**src/rtl/sensor_frame_serializer_pkg.sv**
```systemverilog
`default_nettype none
// ============================================================================
// Module      : sensor_frame_pkg
// Description : Shared constants and state encoding for sensor_frame_serializer.
//               Optional macro SENSOR_FRAME_SEQ_EN adds a sequence byte.
// Revision    : 1.0 - initial release
// ============================================================================
package sensor_frame_pkg;

    localparam logic [7:0] SYNC_BYTE_DEFAULT = 8'hA5;
    localparam int         WORD_BITS         = 272;
    localparam int         PAYLOAD_BYTES     = 34;
    localparam int         HDR_BYTES_NOSEQ   = 2;
    localparam int         HDR_BYTES_SEQ     = 3;
    localparam int         FRAME_BYTES_NOSEQ = HDR_BYTES_NOSEQ + PAYLOAD_BYTES + 1;
    localparam int         FRAME_BYTES_SEQ   = HDR_BYTES_SEQ + PAYLOAD_BYTES + 1;
    localparam int         IDX_W             = 6;

`ifdef SENSOR_FRAME_SEQ_EN
    localparam int HDR_BYTES   = HDR_BYTES_SEQ;
    localparam int FRAME_BYTES = FRAME_BYTES_SEQ;
`else
    localparam int HDR_BYTES   = HDR_BYTES_NOSEQ;
    localparam int FRAME_BYTES = FRAME_BYTES_NOSEQ;
`endif

    typedef enum logic [1:0] {
        ST_IDLE = 2'd0,
        ST_ACK  = 2'd1,
        ST_LOAD = 2'd2,
        ST_SEND = 2'd3
    } state_e;

endpackage
`default_nettype wire

```
**src/rtl/sensor_frame_serializer_if.sv**
```systemverilog
`default_nettype none
// ============================================================================
// Module      : sensor_frame_serializer_if
// Description : Parser-to-serializer handshake plus UART/busy status bundle.
// Revision    : 1.0 - initial release
// ============================================================================
interface sensor_frame_serializer_if;

    logic [271:0] sensor_iterations;
    logic         sensor_data_avl;
    logic         reset_parser;
    logic         tx;
    logic         busy;

    modport master (
        output sensor_iterations,
        output sensor_data_avl,
        input  reset_parser,
        input  tx,
        input  busy
    );

    modport slave (
        input  sensor_iterations,
        input  sensor_data_avl,
        output reset_parser,
        output tx,
        output busy
    );

endinterface
`default_nettype wire

```
**src/rtl/sensor_frame_serializer_uart_tx_byte.sv**
```systemverilog
`default_nettype none
// ============================================================================
// Module      : uart_tx_byte
// Description : 8N1 LSB-first byte transmitter, CLK_DIV cycles per bit (>= 2).
// Revision    : 1.0 - initial release
// ============================================================================
module uart_tx_byte #(
    parameter int CLK_DIV = 625
) (
    input  wire logic       clk_72MHz,
    input  wire logic       reset,
    input  wire logic [7:0] byte_in,
    input  wire logic       byte_valid,
    output logic            byte_done,
    output logic            tx
);

    localparam int                BAUD_W    = (CLK_DIV > 1) ? $clog2(CLK_DIV) : 1;
    localparam logic [BAUD_W-1:0] BAUD_LAST = BAUD_W'(CLK_DIV - 1);
    localparam logic [3:0]        STOP_BIT  = 4'd9;

    logic              active_q, active_d;
    logic [BAUD_W-1:0] baud_q, baud_d;
    logic [3:0]        bit_q, bit_d;
    logic [9:0]        frame_q, frame_d;

    always_ff @(posedge clk_72MHz or posedge reset) begin
        if (reset) begin
            active_q <= 1'b0;
            baud_q   <= '0;
            bit_q    <= '0;
            frame_q  <= '0;
        end else begin
            active_q <= active_d;
            baud_q   <= baud_d;
            bit_q    <= bit_d;
            frame_q  <= frame_d;
        end
    end

    // The accept cycle already drives the start bit, so it counts as baud 0;
    // this lets a byte follow the previous stop bit with no idle gap.
    always_comb begin
        active_d  = active_q;
        baud_d    = baud_q;
        bit_d     = bit_q;
        frame_d   = frame_q;
        byte_done = 1'b0;
        if (!active_q) begin
            if (byte_valid) begin
                active_d = 1'b1;
                frame_d  = {1'b1, byte_in, 1'b0};
                baud_d   = BAUD_W'(1);
                bit_d    = 4'd0;
            end
        end else if (baud_q == BAUD_LAST) begin
            baud_d = '0;
            if (bit_q == STOP_BIT) begin
                active_d  = 1'b0;
                byte_done = 1'b1;
            end else begin
                bit_d   = bit_q + 4'd1;
                frame_d = {1'b1, frame_q[9:1]};
            end
        end else begin
            baud_d = baud_q + BAUD_W'(1);
        end
    end

    always_comb begin
        tx = 1'b1;
        if (active_q) begin
            tx = frame_q[0];
        end else if (byte_valid) begin
            tx = 1'b0;
        end
    end

endmodule
`default_nettype wire

```
**src/rtl/sensor_frame_serializer.sv**
```systemverilog
`default_nettype none
// ============================================================================
// Module      : sensor_frame_serializer
// Description : Captures a 272-bit parser word and sends it as a checksummed
//               UART frame. Macro SENSOR_FRAME_SEQ_EN adds a sequence byte.
// Revision    : 1.0 - initial release
// ============================================================================
module sensor_frame_serializer
    import sensor_frame_pkg::*;
#(
    parameter int         CLK_DIV   = 625,
    parameter logic [7:0] SENSOR_ID = 8'h00,
    parameter logic [7:0] SYNC_BYTE = SYNC_BYTE_DEFAULT
) (
    input  wire logic                clk_72MHz,
    input  wire logic                reset,
    sensor_frame_serializer_if.slave bus
);

    localparam logic [IDX_W-1:0] LAST_IDX = IDX_W'(FRAME_BYTES - 1);
    localparam logic [IDX_W-1:0] HDR_IDX  = IDX_W'(HDR_BYTES);

    state_e               state_q, state_d;
    logic [WORD_BITS-1:0] shadow_q, shadow_d;
    logic [IDX_W-1:0]     idx_q, idx_d;
    logic [7:0]           csum_q, csum_d;
    logic                 reset_parser_q, reset_parser_d;
    logic                 busy_q, busy_d;
`ifdef SENSOR_FRAME_SEQ_EN
    logic [7:0]           seq_q, seq_d;
`endif

    logic [7:0]       payload [PAYLOAD_BYTES];
    logic [IDX_W-1:0] pay_idx;
    logic [7:0]       frame_byte;
    logic             byte_valid;
    logic             byte_done;

    // Payload byte 0 is the most significant byte of the shadow word.
    for (genvar k = 0; k < PAYLOAD_BYTES; k++) begin : g_payload
        assign payload[k] = shadow_q[WORD_BITS-1-8*k -: 8];
    end

    assign pay_idx = idx_q - HDR_IDX;

    always_comb begin
        frame_byte = payload[pay_idx];
        if (idx_q == '0) begin
            frame_byte = SYNC_BYTE;
        end else if (idx_q == IDX_W'(1)) begin
            frame_byte = SENSOR_ID;
`ifdef SENSOR_FRAME_SEQ_EN
        end else if (idx_q == IDX_W'(2)) begin
            frame_byte = seq_q;
`endif
        end else if (idx_q == LAST_IDX) begin
            frame_byte = csum_q;
        end
    end

    always_ff @(posedge clk_72MHz or posedge reset) begin
        if (reset) begin
            state_q        <= ST_IDLE;
            shadow_q       <= '0;
            idx_q          <= '0;
            csum_q         <= '0;
            reset_parser_q <= 1'b0;
            busy_q         <= 1'b0;
`ifdef SENSOR_FRAME_SEQ_EN
            seq_q          <= '0;
`endif
        end else begin
            state_q        <= state_d;
            shadow_q       <= shadow_d;
            idx_q          <= idx_d;
            csum_q         <= csum_d;
            reset_parser_q <= reset_parser_d;
            busy_q         <= busy_d;
`ifdef SENSOR_FRAME_SEQ_EN
            seq_q          <= seq_d;
`endif
        end
    end

    always_comb begin
        state_d        = state_q;
        shadow_d       = shadow_q;
        idx_d          = idx_q;
        csum_d         = csum_q;
        reset_parser_d = reset_parser_q;
        busy_d         = busy_q;
`ifdef SENSOR_FRAME_SEQ_EN
        seq_d          = seq_q;
`endif
        unique case (state_q)
            ST_IDLE: begin
                if (bus.sensor_data_avl) begin
                    shadow_d       = bus.sensor_iterations;
                    reset_parser_d = 1'b1;
                    busy_d         = 1'b1;
                    idx_d          = '0;
                    csum_d         = '0;
                    state_d        = ST_ACK;
                end
            end
            ST_ACK: begin
                if (!bus.sensor_data_avl) begin
                    reset_parser_d = 1'b0;
                    state_d        = ST_LOAD;
                end
            end
            ST_LOAD: begin
                // Sync byte and the checksum byte itself stay out of the XOR.
                if ((idx_q != '0) && (idx_q != LAST_IDX)) begin
                    csum_d = csum_q ^ frame_byte;
                end
                state_d = ST_SEND;
            end
            ST_SEND: begin
                if (byte_done) begin
                    if (idx_q == LAST_IDX) begin
                        busy_d  = 1'b0;
                        idx_d   = '0;
                        csum_d  = '0;
`ifdef SENSOR_FRAME_SEQ_EN
                        seq_d   = seq_q + 8'd1;
`endif
                        state_d = ST_IDLE;
                    end else begin
                        idx_d   = idx_q + IDX_W'(1);
                        state_d = ST_LOAD;
                    end
                end
            end
            default: state_d = ST_IDLE;
        endcase
    end

    assign byte_valid       = (state_q == ST_LOAD);
    assign bus.reset_parser = reset_parser_q;
    assign bus.busy         = busy_q;

    uart_tx_byte #(
        .CLK_DIV (CLK_DIV)
    ) u_uart_tx_byte (
        .clk_72MHz  (clk_72MHz),
        .reset      (reset),
        .byte_in    (frame_byte),
        .byte_valid (byte_valid),
        .byte_done  (byte_done),
        .tx         (bus.tx)
    );

endmodule
`default_nettype wire

```
**src/flat_wrapper.sv**
```systemverilog
// flat-port wrapper written by rule: the top's interface ports become plain ports
module sensor_frame_serializer_flat import sensor_frame_pkg::*;
#(
    parameter int         CLK_DIV   = 625,
    parameter logic [7:0] SENSOR_ID = 8'h00,
    parameter logic [7:0] SYNC_BYTE = SYNC_BYTE_DEFAULT
)
  (clk_72MHz, reset, bus_sensor_iterations, bus_sensor_data_avl, bus_reset_parser, bus_tx, bus_busy);
  sensor_frame_serializer_if bus_i ();
  input  wire logic clk_72MHz;
  input  wire logic reset;
  input wire logic [$bits(bus_i.sensor_iterations)-1:0] bus_sensor_iterations;
  input wire logic [$bits(bus_i.sensor_data_avl)-1:0] bus_sensor_data_avl;
  output wire logic [$bits(bus_i.reset_parser)-1:0] bus_reset_parser;
  output wire logic [$bits(bus_i.tx)-1:0] bus_tx;
  output wire logic [$bits(bus_i.busy)-1:0] bus_busy;
  assign bus_i.sensor_iterations = bus_sensor_iterations;
  assign bus_i.sensor_data_avl = bus_sensor_data_avl;
  assign bus_reset_parser = bus_i.reset_parser;
  assign bus_tx = bus_i.tx;
  assign bus_busy = bus_i.busy;
  sensor_frame_serializer #(.CLK_DIV(CLK_DIV), .SENSOR_ID(SENSOR_ID), .SYNC_BYTE(SYNC_BYTE)) u_core (.clk_72MHz(clk_72MHz), .reset(reset), .bus(bus_i));
endmodule
```
**config.mk**
```make
export PLATFORM = sky130hd
export DESIGN_NAME = sensor_frame_serializer_flat
export DESIGN_NICKNAME = d
export VERILOG_FILES = /design/src/rtl/sensor_frame_serializer_pkg.sv /design/src/rtl/sensor_frame_serializer_if.sv /design/src/rtl/sensor_frame_serializer_uart_tx_byte.sv /design/src/rtl/sensor_frame_serializer.sv /design/src/flat_wrapper.sv
export SDC_FILE = /design/constraint.sdc
export NUM_CORES = 1
export LEC_CHECK = 0
export BUFFER_PORTS_ARGS = -buffer_cell sky130_fd_sc_hd__clkbuf_2
export CAP_MARGIN = 0
export CORE_ASPECT_RATIO = 0.6
export CORE_UTILIZATION = 35
export DETAILED_ROUTE_END_ITERATION = 10
export SETUP_SLACK_MARGIN = 0.4
export SLEW_MARGIN = 20
export SYNTH_ARGS = -nofsm -noshare
export SYNTH_HDL_FRONTEND = slang
export SYNTH_SLANG_ARGS = --single-unit
```
**constraint.sdc**
```tcl
create_clock -name clk_72MHz -period 11.85 [get_ports clk_72MHz]
set_input_delay 2.37 -clock clk_72MHz [delete_from_list [all_inputs] [get_ports clk_72MHz]]
set_output_delay 2.37 -clock clk_72MHz [all_outputs]
set_load 0.01 [all_outputs]
```
==> flow_summary.toml <==
[setup_path]
critical_path_class = "reg -> out"
critPathBufInv = 2
slowest_stage = "dfrtp_1"
worstPathRequired_ns = 9.48
cp_slowest_stage_delay_ns = 0.79
cp_top_family = "flip-flops"
cp-end-kind = "primary output"
critPathMaxFanout = 24
cp-start-kind = "flop"
crit_chain = "nor2_1 > buf_4 > a21o_1 > clkbuf_2"
cp_data_arrival_time_ns = 1.97

[finish]
fin_area_um2 = 18000
stdcell_count = 1941
drive_gt1_frac = 0.496
seq_area_um2 = 7890
syn2layout_area_growth_pct = 18.9
layout.nets = 1634
n_fill_cell = 3952
multi_input_area_um2 = 6830

[grt]
grt_usage = 0.184
grt_start_max_net_pins = 168
antenna_found_initial = 5
gr-total-overflow = 0
grt_pass1_wl_mm = 62.1
grt_pass1_vias = 10200

[drt]
route.antenna.remaining_nets = 0
totalWireLength_mm = 40.6
dr.pass1.iters = 5
drcViolationCount = 0
drtIter0Drc = 732
via_count = 10100
wire_per_inst_um = 20.9
via_per_inst = 5.22

[power_and_ir_drop]
seqPwrFrac = 0.433
peakVddDrop_mv = 0.128
p_comb_frac = 0.334
p_per_area_nw_per_um2 = 242
p_clk_frac = 0.233
leakagePower_nw = 7.87
switching_power_mw = 1.36
p_int_mw = 2.99
switching_share = 0.312

[logic_synthesis]
ys_types = 67
ys.warnings.count = 0
ys.flop_type = "dfrtp_1"
synth-seq-area-share = 0.521
synth.top_cell.area_share = 0.521
yosysTopAreaCell = "dfrtp_1"
synthTopCellsByCount = "dfrtp_1 (315), mux2_2 (278), mux4_2 (51), clkbuf_1 (43), nand2_1 (42)"
syn-instance-count = 1099
synth_edf_count = 0
async_flop_share = 1.00
syn_area_um2 = 15100
synth_most_common_cell = "dfrtp_1"
ys_ff_latch = 315
avgSynthCellArea_um2 = 13.8
synth.net_count = 1387
synth_area_leaders = "dfrtp_1 (52%), mux2_2 (21%), mux4_2 (7.6%)"

[timing]
slew_viol_final = 0
slew_headroom = 0.318
hold_violations = 0
max_freq_mhz = 230
finalClockSkew_ns = 0.0173
fin_crit_sh = 0.366
fin_crit_ns = 4.34
rsz0062_at_grt = "false"
worst_pin_slew_ns = 1.02
whs_ns = 0.475
setup_viol = 0
fin_tns_setup_ns = 0

[place]
portBuffers = 277
post-place-cells = 1883
routabilityCongestion = 0.931
dp_hpwl_mm = 28.9
placed_cell_area_um2 = 17000

[floorplanning]
fp.coreArea_um2 = 42200
start_util = 0.358
ioPinCount = 278
rows = 58
die_w_um = 270
die_area_um2 = 44100
die_y_um = 163

[clocking]
cts_setup_buffers = 0
ctsHtreeMaxLevel = 1
clk_pin_slew_ns = 0.07
clk_path_buf_depth = 3
cts.sinks = 315
cts_hold_buf = 0
cts_tree = "done"
post_cts_resize_count = 0
clk_latency_ns = 0.58
cts_root_buf = "clkbuf_16"
cts_made_buffers = 31

[outcome]
status = "finished, final reports clean"

[min_path]
min_path_type = "reg -> reg"

[run]
max_cap_violations = 0
-- final timing paths --
kind	startpoint	to	slack (ns)	cells past startpoint
max in group asynchronous	reset	u_core.idx_q[0]	8.43	3
setup reg to reg	u_core.idx_q[0]	u_core.csum_q[2]	7.92	8
hold reg to reg	u_core.u_uart_tx_byte.frame_q[7]	u_core.u_uart_tx_byte.frame_q[7]	0.48	2
hold / removal	u_core.u_uart_tx_byte.frame_q[7]	u_core.u_uart_tx_byte.frame_q[7]	0.48	2
min in group asynchronous	reset	u_core.payload[164]	1.90	2
setup / recovery	u_core.u_uart_tx_byte.active_q	bus_tx	7.51	4
-- power groups by stage --
stage                     clock network [mW]  logic [mW]  registers (mW)
after floorplan                            0        1.12            1.78
after global placement                     0        1.43            1.88
after detailed placement                   0        1.46            1.90
after CTS                               1.05        1.47            1.88
after global routing                    1.09        1.57            1.95
final                                   1.01        1.45            1.88
-- layout by cell type, fill, tap and decap left out, types with 8 or more instances in the layout --
master and n:
clkbuf_1 8, dfrtp_1 313, a21oi_1 15, clkbuf_2 277, mux2i_1 41, inv_1 13
nand2_1 41, nor2b_1 10, nand3_1 32, mux4_2 51, clkbuf_16 31, a22oi_1 14
clkbuf_8 9, o21ai_0 25, mux2_2 278, nand4_1 12, nor2_1 34, ha_1 12
-- registers in the layout, indices dropped and copies added, names as in the netlist --
name,count
u_core.u_uart_tx_byte.baud_q,10
u_core.state_q,2
u_core.bus.busy,1
u_core.csum_q,8
u_core.u_uart_tx_byte.bit_q,4
u_core.bus.reset_parser,1
u_core.idx_q,6
u_core.u_uart_tx_byte.active_q,1
u_core.u_uart_tx_byte.frame_q,10
u_core.payload,272
-- area by class of cell --
cell class | count | area share
Antenna cell | 1 | 0.000139
Clock buffer | 48 | 0.0516
Clock inverter | 9 | 0.00584
Inverter | 16 | 0.00375
Multi-Input combinational cell | 697 | 0.379
Sequential cell | 315 | 0.438
Tap cell | 570 | 0.0396
Timing Repair Buffer | 285 | 0.0813
-- per-stage QoR --
step	setup WS [ns]	total power, mW	util
5_1_grt	7.37	4.61	0.426
4_1_cts	7.46	4.40	0.426
3_3_place_gp	7.54	3.31	0.402
2_1_floorplan	0.765	2.90	-
6_report	7.51	4.35	0.426
3_5_place_dp	7.52	3.36	0.402
-- worst register-to-register path: stages (launching register included) --
cell	delay (ns)
dfrtp_4	0.78
inv_2	0.35
ha_1	0.18
nor3b_2	0.70
nand2_1	0.59
o21a_1	0.39
a211o_1	0.26
or4_1	0.47
a21boi_1	0.15
-- cell families (layout without fill, tap and decap cells) --
logic type | after synthesis | in the layout | share of synthesized area
AO/OA/AOI/OAI | 121 | 121 | 0.0571
XOR/XNOR | 12 | 12 | 0.00794
adder cells (fa/ha/maj) | 13 | 13 | 0.0107
buffers and inverters | 87 | 358 | 0.0290
flip-flops | 315 | 315 | 0.521
multiplexers | 372 | 372 | 0.312
other | 0 | 1 | 0
AND/OR/NAND/NOR | 179 | 179 | 0.0620
-- routing by layer --
metal | part of all wire | vias to the layer above | track usage
li1 | - | 4600 | -
met1 | 0.46 | 5164 | 0.263
met2 | 0.44 | 293 | 0.279
met3 | 0.073 | 62 | 0.0490
met4 | 0.021 | 6 | 0.0360
met5 | 0.0011 | - | 0
(Power assumes the default switching activity.)
